**config.mk**
```make
export PLATFORM = sky130hd
export DESIGN_NAME = bringup_uart_bist
export DESIGN_NICKNAME = d
export VERILOG_FILES = /design/src/rtl/bringup_uart_bist.sv
export SDC_FILE = /design/constraint.sdc
export NUM_CORES = 1
export LEC_CHECK = 0
export ABC_AREA = 1
export BUFFER_PORTS_ARGS = -buffer_cell sky130_fd_sc_hd__buf_4
export CAP_MARGIN = 20
export CORE_MARGIN = 1.5
export CORE_UTILIZATION = 65
export DETAILED_ROUTE_END_ITERATION = 12
export GPL_TIMING_DRIVEN = 0
export PLACE_DENSITY = 0.95
export SYNTH_ARGS = -nofsm -noshare
export SYNTH_HDL_FRONTEND = slang
export SYNTH_SLANG_ARGS = --single-unit
```
**constraint.sdc**
```tcl
create_clock -name clock -period 3.5 [get_ports clock]
set_input_delay 0.525 -clock clock [delete_from_list [all_inputs] [get_ports clock]]
set_output_delay 0.525 -clock clock [all_outputs]
set_load 0.01 [all_outputs]
```
**src/rtl/bringup_uart_bist.sv**
```systemverilog
// UART built-in self-test for board bringup.
// A character timer launches bytes from a pattern generator onto tx_o. Bytes received on rx_i are
// checked against a prediction of the same pattern, and the block counts transmitted frames, good
// received frames and errors (data mismatches plus framing errors).
module bringup_uart_bist #(
  parameter int unsigned CLOCKS_PER_BAUD = 104,
  parameter int unsigned CLOCKS_PER_CHAR = 120000,
  parameter logic [7:0]  FIRST_CHAR      = 8'd65,
  parameter logic [7:0]  LAST_CHAR       = 8'd90
) (
  input  logic        clock,
  input  logic        reset_n_i,
  input  logic        enable_i,
  input  logic [1:0]  mode_i,
  output logic        tx_o,
  input  logic        rx_i,
  output logic [15:0] tx_count_o,
  output logic [15:0] rx_count_o,
  output logic [15:0] error_count_o,
  output logic        locked_o
);

  localparam int unsigned CHAR_W = (CLOCKS_PER_CHAR > 1) ? $clog2(CLOCKS_PER_CHAR) : 1;
  localparam int unsigned BAUD_W = $clog2(CLOCKS_PER_BAUD);
  localparam logic [CHAR_W-1:0] CHAR_LAST = CHAR_W'(CLOCKS_PER_CHAR - 1);
  localparam logic [BAUD_W-1:0] BAUD_LAST = BAUD_W'(CLOCKS_PER_BAUD - 1);
  localparam logic [BAUD_W-1:0] HALF_LAST = BAUD_W'(CLOCKS_PER_BAUD / 2 - 1);

  typedef enum logic [1:0] {ST_IDLE, ST_START, ST_DATA, ST_STOP} uart_state_t;

  // Pattern successor; shared by the transmit generator and the receive predictor.
  function automatic logic [7:0] gen_next(input logic [7:0] b, input logic [1:0] mode);
    logic [7:0] r;
    case (mode)
      2'd0:    r = ((b < FIRST_CHAR) || (b >= LAST_CHAR)) ? FIRST_CHAR : (b + 8'd1);
      2'd1:    r = (b == 8'h00) ? 8'h01 : {b[6:0], b[7] ^ b[5] ^ b[4] ^ b[3]};
      2'd2:    r = 8'h55;
      2'd3:    r = 8'h00;
      default: r = 8'h00;
    endcase
    return r;
  endfunction

  // First byte of a pattern after a mode change.
  function automatic logic [7:0] gen_seed(input logic [1:0] mode);
    logic [7:0] r;
    case (mode)
      2'd0:    r = FIRST_CHAR;
      2'd1:    r = 8'h01;
      2'd2:    r = 8'h55;
      2'd3:    r = 8'h00;
      default: r = FIRST_CHAR;
    endcase
    return r;
  endfunction

  // Counters stick at all-ones instead of wrapping.
  function automatic logic [15:0] sat_inc(input logic [15:0] v);
    return (v == 16'hFFFF) ? v : (v + 16'd1);
  endfunction

  logic [CHAR_W-1:0] char_cnt_q, char_cnt_d;
  uart_state_t       tx_state_q, tx_state_d;
  logic [BAUD_W-1:0] tx_baud_q, tx_baud_d;
  logic [2:0]        tx_bit_q, tx_bit_d;
  logic [7:0]        tx_shift_q, tx_shift_d;
  logic              tx_q, tx_d;
  logic [7:0]        gen_q, gen_d;
  logic [1:0]        last_mode_q, last_mode_d;
  logic [15:0]       tx_count_q, tx_count_d;
  logic              rx_sync1_q, rx_sync1_d, rx_sync2_q, rx_sync2_d, rx_prev_q, rx_prev_d;
  uart_state_t       rx_state_q, rx_state_d;
  logic [BAUD_W-1:0] rx_baud_q, rx_baud_d;
  logic [2:0]        rx_bit_q, rx_bit_d;
  logic [7:0]        rx_shift_q, rx_shift_d;
  logic [15:0]       rx_count_q, rx_count_d;
  logic [15:0]       error_count_q, error_count_d;
  logic              locked_q, locked_d;
  logic [7:0]        expect_q, expect_d;
  logic              launch_s, mode_change_s, frame_good_s, frame_bad_s, locked_rx_s;
  logic [7:0]        tx_byte_s;

  // Free-running character timer; the launch pulse fires on the cycle it wraps back to zero.
  always_comb begin
    launch_s = (char_cnt_q == CHAR_LAST);
    if (launch_s) begin
      char_cnt_d = {CHAR_W{1'b0}};
    end else begin
      char_cnt_d = char_cnt_q + CHAR_W'(1);
    end
  end

  // Transmit FSM: accepts a launch only when idle, then shifts start, 8 data bits LSB first and stop.
  always_comb begin
    tx_state_d    = tx_state_q;
    tx_baud_d     = tx_baud_q;
    tx_bit_d      = tx_bit_q;
    tx_shift_d    = tx_shift_q;
    gen_d         = gen_q;
    last_mode_d   = last_mode_q;
    tx_count_d    = tx_count_q;
    mode_change_s = 1'b0;
    tx_byte_s     = gen_q;
    case (tx_state_q)
      ST_IDLE: begin
        if (launch_s && enable_i) begin
          mode_change_s = (mode_i != last_mode_q);
          tx_byte_s     = mode_change_s ? gen_seed(mode_i) : gen_q;
          tx_shift_d    = tx_byte_s;
          gen_d         = gen_next(tx_byte_s, mode_i);
          last_mode_d   = mode_i;
          tx_count_d    = sat_inc(tx_count_q);
          tx_state_d    = ST_START;
          tx_baud_d     = {BAUD_W{1'b0}};
        end else begin
          tx_state_d = ST_IDLE;
        end
      end
      ST_START: begin
        if (tx_baud_q == BAUD_LAST) begin
          tx_state_d = ST_DATA;
          tx_baud_d  = {BAUD_W{1'b0}};
          tx_bit_d   = 3'd0;
        end else begin
          tx_baud_d = tx_baud_q + BAUD_W'(1);
        end
      end
      ST_DATA: begin
        if (tx_baud_q == BAUD_LAST) begin
          tx_baud_d = {BAUD_W{1'b0}};
          if (tx_bit_q == 3'd7) begin
            tx_state_d = ST_STOP;
          end else begin
            tx_bit_d   = tx_bit_q + 3'd1;
            tx_shift_d = {1'b0, tx_shift_q[7:1]};
          end
        end else begin
          tx_baud_d = tx_baud_q + BAUD_W'(1);
        end
      end
      ST_STOP: begin
        if (tx_baud_q == BAUD_LAST) begin
          tx_state_d = ST_IDLE;
        end else begin
          tx_baud_d = tx_baud_q + BAUD_W'(1);
        end
      end
      default: tx_state_d = ST_IDLE;
    endcase
    case (tx_state_d)
      ST_START: tx_d = 1'b0;
      ST_DATA:  tx_d = tx_shift_d[0];
      default:  tx_d = 1'b1;
    endcase
  end

  // Receive FSM: synchronise rx_i, qualify the start bit at half a bit, then sample at bit centres.
  always_comb begin
    rx_sync1_d   = rx_i;
    rx_sync2_d   = rx_sync1_q;
    rx_prev_d    = rx_sync2_q;
    rx_state_d   = rx_state_q;
    rx_baud_d    = rx_baud_q;
    rx_bit_d     = rx_bit_q;
    rx_shift_d   = rx_shift_q;
    frame_good_s = 1'b0;
    frame_bad_s  = 1'b0;
    case (rx_state_q)
      ST_IDLE: begin
        if (rx_prev_q && !rx_sync2_q) begin
          rx_state_d = ST_START;
          rx_baud_d  = {BAUD_W{1'b0}};
        end else begin
          rx_state_d = ST_IDLE;
        end
      end
      ST_START: begin
        if (rx_baud_q == HALF_LAST) begin
          rx_baud_d  = {BAUD_W{1'b0}};
          rx_bit_d   = 3'd0;
          rx_state_d = rx_sync2_q ? ST_IDLE : ST_DATA;
        end else begin
          rx_baud_d = rx_baud_q + BAUD_W'(1);
        end
      end
      ST_DATA: begin
        if (rx_baud_q == BAUD_LAST) begin
          rx_baud_d  = {BAUD_W{1'b0}};
          rx_shift_d = {rx_sync2_q, rx_shift_q[7:1]};
          if (rx_bit_q == 3'd7) begin
            rx_state_d = ST_STOP;
          end else begin
            rx_bit_d = rx_bit_q + 3'd1;
          end
        end else begin
          rx_baud_d = rx_baud_q + BAUD_W'(1);
        end
      end
      ST_STOP: begin
        if (rx_baud_q == BAUD_LAST) begin
          rx_state_d   = ST_IDLE;
          frame_good_s = rx_sync2_q;
          frame_bad_s  = !rx_sync2_q;
        end else begin
          rx_baud_d = rx_baud_q + BAUD_W'(1);
        end
      end
      default: rx_state_d = ST_IDLE;
    endcase
  end

  // Prediction and error accounting; a transmit-side mode change also drops the lock.
  always_comb begin
    rx_count_d    = rx_count_q;
    error_count_d = error_count_q;
    expect_d      = expect_q;
    locked_rx_s   = locked_q;
    if (frame_good_s) begin
      rx_count_d = sat_inc(rx_count_q);
      if (!locked_q) begin
        expect_d    = gen_next(rx_shift_q, mode_i);
        locked_rx_s = 1'b1;
      end else if (rx_shift_q == expect_q) begin
        expect_d = gen_next(rx_shift_q, mode_i);
      end else begin
        error_count_d = sat_inc(error_count_q);
        locked_rx_s   = 1'b0;
      end
    end else if (frame_bad_s) begin
      error_count_d = sat_inc(error_count_q);
      locked_rx_s   = 1'b0;
    end else begin
      locked_rx_s = locked_q;
    end
    locked_d = mode_change_s ? 1'b0 : locked_rx_s;
  end

  // State registers with synchronous active-low reset.
  always_ff @(posedge clock) begin
    if (!reset_n_i) begin
      char_cnt_q    <= {CHAR_W{1'b0}};
      tx_state_q    <= ST_IDLE;
      tx_baud_q     <= {BAUD_W{1'b0}};
      tx_bit_q      <= 3'd0;
      tx_shift_q    <= 8'h00;
      tx_q          <= 1'b1;
      gen_q         <= FIRST_CHAR;
      last_mode_q   <= 2'd0;
      tx_count_q    <= 16'd0;
      rx_sync1_q    <= 1'b1;
      rx_sync2_q    <= 1'b1;
      rx_prev_q     <= 1'b1;
      rx_state_q    <= ST_IDLE;
      rx_baud_q     <= {BAUD_W{1'b0}};
      rx_bit_q      <= 3'd0;
      rx_shift_q    <= 8'h00;
      rx_count_q    <= 16'd0;
      error_count_q <= 16'd0;
      locked_q      <= 1'b0;
      expect_q      <= 8'h00;
    end else begin
      char_cnt_q    <= char_cnt_d;
      tx_state_q    <= tx_state_d;
      tx_baud_q     <= tx_baud_d;
      tx_bit_q      <= tx_bit_d;
      tx_shift_q    <= tx_shift_d;
      tx_q          <= tx_d;
      gen_q         <= gen_d;
      last_mode_q   <= last_mode_d;
      tx_count_q    <= tx_count_d;
      rx_sync1_q    <= rx_sync1_d;
      rx_sync2_q    <= rx_sync2_d;
      rx_prev_q     <= rx_prev_d;
      rx_state_q    <= rx_state_d;
      rx_baud_q     <= rx_baud_d;
      rx_bit_q      <= rx_bit_d;
      rx_shift_q    <= rx_shift_d;
      rx_count_q    <= rx_count_d;
      error_count_q <= error_count_d;
      locked_q      <= locked_d;
      expect_q      <= expect_d;
    end
  end

  assign tx_o          = tx_q;
  assign tx_count_o    = tx_count_q;
  assign rx_count_o    = rx_count_q;
  assign error_count_o = error_count_q;
  assign locked_o      = locked_q;

endmodule

```
# Yosys cells after proc, flatten, opt, wreduce, memory -nomap -nowiden
# Index checks and enable logic that the tools add are counted.
[totals]
ff_bits = 128
inputBits = 6
out_inout_bits = 50
word_cells = 172
[op_classes]
add_sub_neg = 10
order_cmp = 4
n_eq_ne = 37
n_mux = 62
n_bitwise = 9
n_reduce_logical = 29
[op_table]
columns = ["cell", "n"]
rows = [
  ["8-bit 2-to-1 mux", 12],
  ["8-bit one-hot mux with 4 select lines", 3],
  ["16-bit 2-to-1 mux", 5],
  ["7-bit 2-to-1 mux", 7],
  ["16-bit by 1-bit adder with 16-bit output, second input constant", 3],
  ["16-bit equality test, second input constant", 3],
  ["2-bit != test, second input constant", 14],
  ["7-bit one-hot mux with 4 select lines", 1],
  ["7-bit one-hot mux with 3 select lines", 1],
  ["2-bit 2-to-1 mux", 9],
  ["3-bit 2-to-1 mux", 6],
  ["17-bit by 1-bit adder with 17-bit output, second input constant", 1],
  ["17-bit equality test, second input constant", 1],
  ["8-bit by 1-bit adder with 8-bit output, second input constant", 2],
  ["8-bit by 7-bit greater-or-equal comparator with 1-bit output, second input constant", 2],
  ["8-bit zero test", 2],
  ["8-bit by 7-bit < comparator with 1-bit output, second input constant", 2],
  ["2-bit one-hot mux with 4 select lines", 2],
  ["8-bit one-hot mux with 2 select lines", 1],
  ["4-bit AND reduction", 4],
  ["7-bit by 1-bit adder with 7-bit output, second input constant", 2],
  ["2-bit equality test, second input constant", 7],
  ["7-bit equality test, second input constant", 2],
  ["1-bit 2-to-1 mux", 12],
  ["19 further kinds", 47],
]

# Longest topological paths before layout
# Gate-level depths: netlist of the first run.
[logic_depth]
depth_word = 10
depth_mapped = 15
depth_no_buf = 14

# Least setup slack after synthesis of the first run
# No wires, ideal clock.
[synth_path]
path_type = "input port to flip-flop"
from = "input port mode_i[1]"
to = "register gen_q[0]"
setup_time_ns = 0.115
arrival_ns = 1.999
setup_slack_ns = 1.386
stages = 13
n_path_buf = 1
cell_sequence = "buf_4 -> nand2_1 -> nand2_1 -> nand3_1 -> inv_1 -> ha_1 -> or3_1 -> nand2_1 -> nor2_1 -> nor2_4 -> nand3_1 -> nand3_1 -> nand2_1"
[synth_between]
elab_chain_cells = 9
word_cells_on_any_way = 20
[synth_rtl]
columns = ["item", "line_no", "text"]
rows = [
  ["from (decl)", "14", "input logic [1:0] mode_i,"],
  ["2-bit equality test, or another cell as far along", "34, 47", ""],
  ["8-bit one-hot mux with 4 select lines", "47", "case (mode)"],
  ["8-bit 2-to-1 mux", "106", "if (launch_s && enable_i) begin"],
  ["8-bit 2-to-1 mux", "104", "case (tx_state_q)"],
  ["8-bit 2-to-1 mux", "108", "tx_byte_s = mode_change_s ? gen_seed(mode_i) : gen_q;"],
  ["8-bit by 7-bit < comparator with 1-bit output, or another cell as far along", "35", "2'd0: r = ((b < FIRST_CHAR) || (b >= LAST_CHAR)) ? FIRST_CHAR : (b + 8'd1);"],
  ["1-bit logical OR / 1-bit bitwise XOR (equally long branches)", "35, 36", ""],
  ["8-bit 2-to-1 mux, on equally long branches", "35, 36", ""],
  ["8-bit one-hot mux with 4 select lines (*)", "34", "case (mode)"],
  ["to (signal assigned)", "268", "gen_q <= gen_d;"],
  ["to (decl)", "68", "logic [7:0] gen_q, gen_d;"],
]
# Every way passes the cells marked *; elsewhere a longest branch is shown, timed or not. The select of a mux whose other input is x is not followed.
# A chain may end at the register's enable or synchronous reset.

# Final worst setup path of the first run
[layout_path]
from = "register last_mode_q[1]"
to = "register gen_q[0]"
[layout_between]
elab_chain_cells = 7
word_cells_on_any_way = 13
[layout_rtl]
columns = ["item", "line_no", "text"]
rows = [
  ["from (decl)", "69", "logic [1:0] last_mode_q, last_mode_d;"],
  ["from (signal assigned)", "269", "last_mode_q <= last_mode_d;"],
  ["2-bit != test (*)", "107", "mode_change_s = (mode_i != last_mode_q);"],
  ["8-bit 2-to-1 mux (*)", "108", ""],
  ["branches (longest 4 deep; another with 8-bit by 7-bit < comparator with 1-bit output)", "-", ""],
  ["8-bit one-hot mux with 4 select lines (*)", "34", ""],
]
# Every way passes the cells marked *.

==> qor.csv, run 1 <==
stage,metric,value,unit
clock_network,cts bufs inserted,17,
floorplanning,Core Footprint,10900,sq um
sta,Fin. Hold Viols,0,
layout,Layout fillers,775,
yosys,Yosys cell types,47,
worst_hold_path,worst hold path depth,2,
global_routing,vias in the first global route,6709,
sta,fmax,481,MHz
power,Flop pwr share,0.461,
clock_network,Longest Clk Path Bufs,2,
yosys,post-synthesis sequential area ratio,0.351,
layout,post-route insts no fill,1259,
sta,Slew headroom,0.598,
yosys,Synth Net Count,1066,
critical_path,Crit path required time,3.94,ns
clock_network,Post-CTS Hold Buffers,0,
clock_network,clock slew at reported path FFs,0.06,ns
critical_path,worst reg-to-reg setup slack,1.42,ns
floorplanning,std cell rows,38,
power,Psw,0.711,mW
floorplanning,starting density of the core,0.670,
yosys,"FF+latch count, synth",128,
global_routing,first-pass GRT wire length,30.3,mm
critical_path,CP startpoint kind,register,
global_routing,antenna violations before repair,0,
power,cell-internal power,2.47,mW
floorplanning,Die Y,109,microns
detailed_routing,via count,7239,
detailed_routing,Vias/cell,5.75,
clock_network,CTS Sinks,128,
placed_design,PortBufs,53,
detailed_routing,wire per inst,14.3,microns
run_status,outcome,"finished, final reports clean",
global_routing,total global routing overflow,0,
floorplanning,DIE AREA,11900,sq um
critical_path,CP max FO,6,
layout,Ant. Diodes,0,
clock_network,Clock Latency Late Sink,0.55,ns
clock_network,H-tree levels,4,
yosys,Syn Inst Count,1038,
sta,post-layout min period,2.08,ns
clock_network,TritonCTS clock tree,yes,
sta,# setup viols final,0,
critical_path,kind of critical path,register to register,
critical_path,CP cell instances,"inv_1, nand2_1, nand2_1, nand3_1, inv_1, ha_1, or3_1, nand2_1, nor2_1, nor2_4, nand3_1, nand3_1, nand2_1",
power,leakage power,3.38,nW
critical_path,worst path arrival time,2.52,ns
layout,Multi-input gate area,4140,sq um
sta,worst slew pin tran,0.602,ns
yosys,mean post-synth cell area,7.03,sq um
layout,Nets,1138,
critical_path,Crit path largest cell delay,0.34,ns
run,total of max-cap violations,0,
floorplanning,width of the die,109,microns
clock_network,CTS Root Buffer Type,clkbuf_8,
power,VDD IR max,406,uV
sta,PnR worst setup slack,1.42,ns
layout,layout cells sized above 1,0.147,
critical_path,FF-to-FF End,gen_q[0],
power,combinational power share,0.036,
sta,RSZ-0062 raised after global routing,no,
critical_path,"slowest stage cell, crit path",dfxtp_1,
placed_design,Post-Place Setup Slack,1.05,ns
critical_path,CP Buf/Inv Count,2,
critical_path,crit-path most repeated cell,nand2_1,
yosys,Main synth FF type,dfxtp_1,
critical_path,Worst R2R Start,last_mode_q[1],
global_routing,total global-route track usage,0.324,
detailed_routing,post-route ant nets,0,
yosys,Post-synth ARST share,0,
yosys,number of synthesized flops with an enable pin,0,
sta,Tcrit/Tclk final,0.594,
worst_hold_path,Hold Crit Class,input port to register,
yosys,mapped cell area,7300,sq um
power,Net Sw Frac,0.223,
clock_network,Post-CTS Setup Inserts,0,
detailed_routing,WL final,18.0,mm
power,PD cells,379,nW/um^2
detailed_routing,DRC viols,0,
worst_hold_path,Worst Hold Launch,rx_i,
layout,FF+latch area,2560,sq um
layout,Synth-to-Final Area Change,15.0,%
yosys,YS warnings,0,
placed_design,placed wire-length estimate,12.4,mm
detailed_routing,drt pass-1 iters,5,
placed_design,GP Congestion,0.970,
critical_path,Worst Reg-to-Reg Cells,13,
critical_path,Top Family by Delay on Critical Path,simple AND/OR/NAND/NOR gates,
power,Clk network pwr share,0.503,
clock_network,cts repair resizes,0,
sta,clock skew,0.00593,ns
sta,max-slew violations,0,
global_routing,largest net degree at the start of global routing,17,
floorplanning,Top Ports,56,
critical_path,Critical Path End Type,register,
placed_design,Inst Count DP,1231,
sta,Fin Setup TNS,0,ns
detailed_routing,drt first-iter violations,738,
worst_hold_path,Hold Path End,rx_sync1_q,
[through the flow]
step | area, sq um | util | power (mW) | hold slack (ns)
after global placement | 7870 | 0.723 | 1.61 | 0.396
final | 8400 | 0.771 | 3.18 | 0.162
after floorplan | 7300 | - | 1.58 | 0.393
after global routing | 8400 | 0.771 | 3.28 | 0.154
after CTS | 8400 | 0.771 | 3.19 | 0.149
after detailed placement | 7870 | 0.723 | 1.61 | 0.400
[layout by cell type (no fill, tap or decap), drive strengths merged, types with 31 or more instances in the layout]
cell / count
a21oi: 90
buf: 74
clkbuf: 34
dfxtp: 128
inv: 105
nand2: 236
nand3: 79
nand4: 32
nor2: 117
o21ai: 60
xnor2: 31
[per-layer routing]
layer / up-vias / global-route usage / wire length [microns]
met5: - / 0 / 0
met4: 0 / 0.168 / 493
met3: 42 / 0.0687 / 1160
met2: 282 / 0.525 / 8730
met1: 3349 / 0.404 / 7650
li1: 3566 / - / -
[worst max path at each step]
stage / cells past startpoint / end / from
3_5_place_dp: 14 / gen_q[0] / mode_i[1]
5_1_grt: 13 / gen_q[0] / last_mode_q[1]
3_3_place_gp: 14 / gen_q[0] / mode_i[1]
2_1_floorplan: 13 / gen_q[0] / mode_i[1]
6_report: 13 / gen_q[0] / last_mode_q[1]
4_1_cts: 13 / gen_q[0] / last_mode_q[1]
[power groups by stage]
stage | sequential, mW | combinational [mW] | clock [mW]
finish | 1.47 | 0.115 | 1.60
CTS | 1.47 | 0.112 | 1.61
global route | 1.47 | 0.126 | 1.68
floorplan | 1.50 | 0.0794 | 0
global placement | 1.50 | 0.108 | 0
detailed placement | 1.50 | 0.110 | 0
[Yosys cell counts (5+ instances only)]
master / count / area share
a21oi_1: 90 / 0.062
a31oi_1: 8 / 0.0069
buf_2: 10 / 0.0069
buf_4: 6 / 0.0062
buf_6: 5 / 0.0077
clkbuf_1: 12 / 0.0062
dfxtp_1: 128 / 0.35
ha_1: 22 / 0.038
inv_1: 89 / 0.046
inv_2: 15 / 0.0077
nand2_1: 222 / 0.11
nand2_2: 11 / 0.0094
nand3_1: 74 / 0.051
nand3_2: 5 / 0.0069
nand4_1: 30 / 0.026
nor2_1: 108 / 0.056
nor2_2: 6 / 0.0051
nor3_1: 23 / 0.016
nor3_2: 6 / 0.0082
o211ai_1: 6 / 0.0062
o21ai_0: 51 / 0.035
o21ai_1: 6 / 0.0041
or2_2: 5 / 0.0043
xnor2_1: 30 / 0.036
xor2_1: 29 / 0.035
[kinds of logic after synthesis]
| group | synth area share |
|---|---|
| and+or+nand+nor | 0.328 |
| AOI/OAI and AO/OA | 0.128 |
| buffers and inverters | 0.0819 |
| DFF | 0.351 |
| xor gates and xnor gates | 0.0730 |
| adders and majority gates | 0.0377 |
[flip-flops by register name (all words and copies together) (netlist names), named ones only]
name	flops
rx_prev_d	1
tx_count_o	16
gen_q	8
expect_q	8
tx_baud_q	7
rx_baud_q	7
rx_prev_q	1
error_count_o	16
locked_o	1
tx_o	1
tx_bit_q	3
rx_state_q	1
rx_count_o	16
last_mode_q	2
tx_state_q	2
rx_sync1_q	1
rx_shift_q	8
char_cnt_q	17
rx_bit_q	3
tx_shift_q	8
[layout make-up]
| cell class | instances | area share |
|---|---|---|
| clock buffer | 22 | 0.0551 |
| sequential | 128 | 0.305 |
| inverter | 106 | 0.0478 |
| timing repair buffer | 53 | 0.0474 |
| buffer | 33 | 0.0234 |
| clock inverter | 6 | 0.00730 |
| tap | 140 | 0.0209 |
| multi-input combinational | 771 | 0.493 |
Power figures use the tool's default switching activity.
==> run 2: changes to the inputs <==
Settings changed: CORE_UTILIZATION 65 to 55, PLACE_DENSITY 0.95 to 0.89.
Clock period 3.5 ns to 1.7 ns, I/O delays scaled along.
==> qor.csv, run 2 (synthesis gave the netlist of run 1 again) <==
stage,metric,value,unit,change
placed_design,Inst Count DP,1263,,was 1231
detailed_routing,met2 wire length,12.9,mm,was 8.73 mm
sta,max-slew violations,0,,unchanged
power,Flop pwr share,0.418,,was 0.461
clock_network,Post-CTS Hold Buffers,0,,unchanged
floorplanning,width of the die,118,microns,was 109 microns
detailed_routing,DRC viols,0,,unchanged
power,cell-internal power,5.51,mW,was 2.47 mW
run_status,failing checks,setup timing,,
layout,post-route insts no fill,1361,,was 1259
global_routing,total global routing overflow,0,,unchanged
clock_network,Longest Clk Path Bufs,2,,unchanged
layout,max reg flops,17,,unchanged
clock_network,cts bufs inserted,17,,unchanged
global_routing,first-pass GRT wire length,32.5,mm,was 30.3 mm
placed_design,Post-DP Area,7940,sq um,was 7870 sq um
power,combinational power share,0.045,,was 0.036
floorplanning,Top Ports,56,,unchanged
critical_path,Critical Path End Type,register,,unchanged
placed_design,Post-Place Setup Slack,-0.409,ns,was 1.05 ns
clock_network,Clock Latency Late Sink,0.45,ns,was 0.55 ns
detailed_routing,drt first-iter violations,1351,,was 738
detailed_routing,via count,8730,,was 7239
detailed_routing,Top Layer Used,met4,,unchanged
clock_network,clock slew at reported path FFs,0.06,ns,about the same
worst_hold_path,worst hold path depth,2,,unchanged
critical_path,"slowest stage cell, crit path",dfxtp_1,,unchanged
power,total power draw,7.22,mW,was 3.18 mW
global_routing,antenna violations before repair,0,,unchanged
floorplanning,Core Footprint,12800,sq um,was 10900 sq um
critical_path,FF-to-FF End,tx_shift_q[0],,was gen_q[0]
sta,PnR worst setup slack,-0.334,ns,was 1.42 ns
floorplanning,starting density of the core,0.571,,was 0.670
global_routing,vias in the first global route,7089,,was 6709
detailed_routing,met1 WL,9.61,mm,was 7.65 mm
layout,"commonest non-fill, non-tap cell in the layout",nand2_1,,unchanged
clock_network,CTS Sinks,128,,unchanged
global_routing,largest net degree at the start of global routing,17,,unchanged
detailed_routing,drt pass-1 iters,11,,was 5
layout,Multi-input gate area,5030,sq um,was 4140 sq um
clock_network,CTS Root Buffer Type,clkbuf_16,,was clkbuf_8
sta,# setup viols final,108,,was 0
sta,Slew headroom,0.423,,was 0.598
placed_design,placed wire-length estimate,12.5,mm,was 12.4 mm
detailed_routing,met3 routed WL,2.81,mm,was 1.16 mm
layout,Final Cell Area,10200,sq um,was 8400 sq um
layout,Biggest register,char_cnt_q,,unchanged
critical_path,worst reg-to-reg setup slack,-0.33,ns,was 1.42 ns
critical_path,CP max FO,3,,was 6
worst_hold_path,Hold Crit Class,input port to register,,unchanged
sta,Fin. Hold Viols,0,,unchanged
power,Psw,1.72,mW,was 0.711 mW
sta,fmax,492,MHz,was 481 MHz
critical_path,Crit path largest cell delay,0.39,ns,was 0.34 ns
critical_path,Crit path required time,2.06,ns,was 3.94 ns
critical_path,Worst Reg-to-Reg Cells,12,,was 13
layout,Ant. Diodes,0,,unchanged
critical_path,worst path arrival time,2.40,ns,was 2.52 ns
layout,Layout fillers,647,,was 775
worst_hold_path,Hold Path End,rx_sync1_q,,unchanged
floorplanning,DIE AREA,14000,sq um,was 11900 sq um
power,leakage power,4.06,nW,was 3.38 nW
power,VDD IR max,675,uV,was 406 uV
run,total of max-cap violations,0,,unchanged
placed_design,GP Congestion,0.993,,was 0.970
placed_design,PortBufs,53,,unchanged
run_status,outcome,"finished, violations left",,"was finished, final reports clean"
power,PD cells,710,nW/um^2,was 379 nW/um^2
worst_hold_path,Worst Hold Launch,rx_i,,unchanged
critical_path,CP startpoint kind,register,,unchanged
clock_network,TritonCTS clock tree,yes,,unchanged
critical_path,crit-path most repeated cell,nand2_1,,unchanged
detailed_routing,post-route ant nets,0,,unchanged
layout,layout cells sized above 1,0.350,,was 0.147
detailed_routing,Vias/cell,6.41,,was 5.75
detailed_routing,wire per inst,20.0,microns,was 14.3 microns
clock_network,H-tree levels,4,,unchanged
global_routing,total global-route track usage,0.281,,was 0.324
critical_path,Worst R2R Start,char_cnt_q[14],,was last_mode_q[1]
layout,FF+latch area,2610,sq um,was 2560 sq um
power,Clk network pwr share,0.537,,was 0.503
detailed_routing,WL final,27.3,mm,was 18.0 mm
floorplanning,std cell rows,41,,was 38
layout,most frequent cells in the layout,"168 x nand2_1, 106 x dfxtp_1, 101 x buf_4",,"was 222 x nand2_1, 128 x dfxtp_1, 108 x nor2_1"
critical_path,CP cell instances,"nand2_1, inv_1, nand3_1, nor2_2, nand4_1, inv_2, buf_12, buf_6, a21oi_2, nand2_1, nand2_1, nor2_1",,"was inv_1, nand2_1, nand2_1, nand3_1, inv_1, ha_1, or3_1, nand2_1, nor2_1, nor2_4, nand3_1, nand3_1, nand2_1"
floorplanning,Die Y,118,microns,was 109 microns
sta,RSZ-0062 raised after global routing,yes,,was no
power,Net Sw Frac,0.238,,was 0.223
sta,clock skew,0.0123,ns,was 0.00593 ns
sta,post-layout min period,2.03,ns,was 2.08 ns
sta,worst slew pin tran,0.866,ns,was 0.602 ns
sta,Tcrit/Tclk final,1.20,,was 0.594
critical_path,kind of critical path,register to register,,unchanged
layout,Synth-to-Final Area Change,39.5,%,was 15.0%
layout,Nets,1204,,was 1138
[run 2: changes by cell type in the layout (fill, tap and decap cells not counted), sizes merged]
cell,previous run,this run
clkinvlp,1,0
clkbuf,34,38
inv,105,106
bufinv,1,3
clkinv,5,8
nand2,236,237
buf,74,134
[run 2: layout make-up]
| type | instances | share of cell area |
|---|---|---|
| clock buffer | 22 | 0.0466 |
| timing repair buffer | 118 | 0.0983 |
| multi-input combinational | 772 | 0.494 |
| buffer | 32 | 0.0268 |
| sequential | 128 | 0.257 |
| clock inverter | 10 | 0.0130 |
| inverter | 106 | 0.0425 |
| tap | 172 | 0.0211 |
| timing repair inverter | 1 | 0.000492 |
[run 2: worst max-delay path by stage]
| stage | from | end | slack [ns] | cells after the start |
|---|---|---|---|---|
| global placement | mode_i[1] | gen_q[0] | -0.38 | 14 |
| finish | char_cnt_q[14] | tx_shift_q[0] | -0.33 | 12 |
| detailed placement | mode_i[1] | gen_q[0] | -0.41 | 14 |
| global route | char_cnt_q[14] | tx_shift_q[3] | -0.39 | 10 |
| floorplan | last_mode_q[0] | gen_q[0] | -0.04 | 13 |
| CTS | last_mode_q[0] | gen_q[0] | -0.20 | 13 |
[run 2: per-layer routing]
metal  GRT usage  vias up
met4       0.122        0
met5           0        -
met1       0.345     3980
li1            -     3711
met3      0.0632      264
met2       0.472      775
[run 2: critical path: cells and delay by family (launching register included)]
| kind | cells | cell delay, ns |
|---|---|---|
| buffers and inverters | 4 | 0.58 |
| AOI/OAI and AO/OA | 1 | 0.04 |
| DFF | 1 | 0.39 |
| and+or+nand+nor | 7 | 0.94 |
[run 2: what timing repair did]
| item | 4_1_cts | 5_1_grt |
|---|---|---|
| pin swaps | 25 | 81 |
| resized for setup | 69 | 242 |
| setup endpoints to repair | 101 | 107 |
| cloned | 4 | 5 |
| buffers inserted | 19 | 39 |
[run 2: power groups by stage]
stage | registers (mW) | logic (mW) | clock network [mW]
after floorplan | 3.08 | 0.169 | 0
after global placement | 3.08 | 0.227 | 0
after detailed placement | 3.09 | 0.234 | 0
after CTS | 3.02 | 0.254 | 3.78
after global routing | 3.02 | 0.343 | 4.00
final | 3.02 | 0.326 | 3.88
[run 2: metrics by stage]
step	util	setup TNS [ns]	hold WS (ns)
after floorplan	-	-0.0498	0.362
after global placement	0.622	-6.00	0.428
after detailed placement	0.622	-8.73	0.446
after CTS	0.701	-2.49	0.0122
after global routing	0.797	-24.09	0.0162
final	0.797	-16.78	0.00166
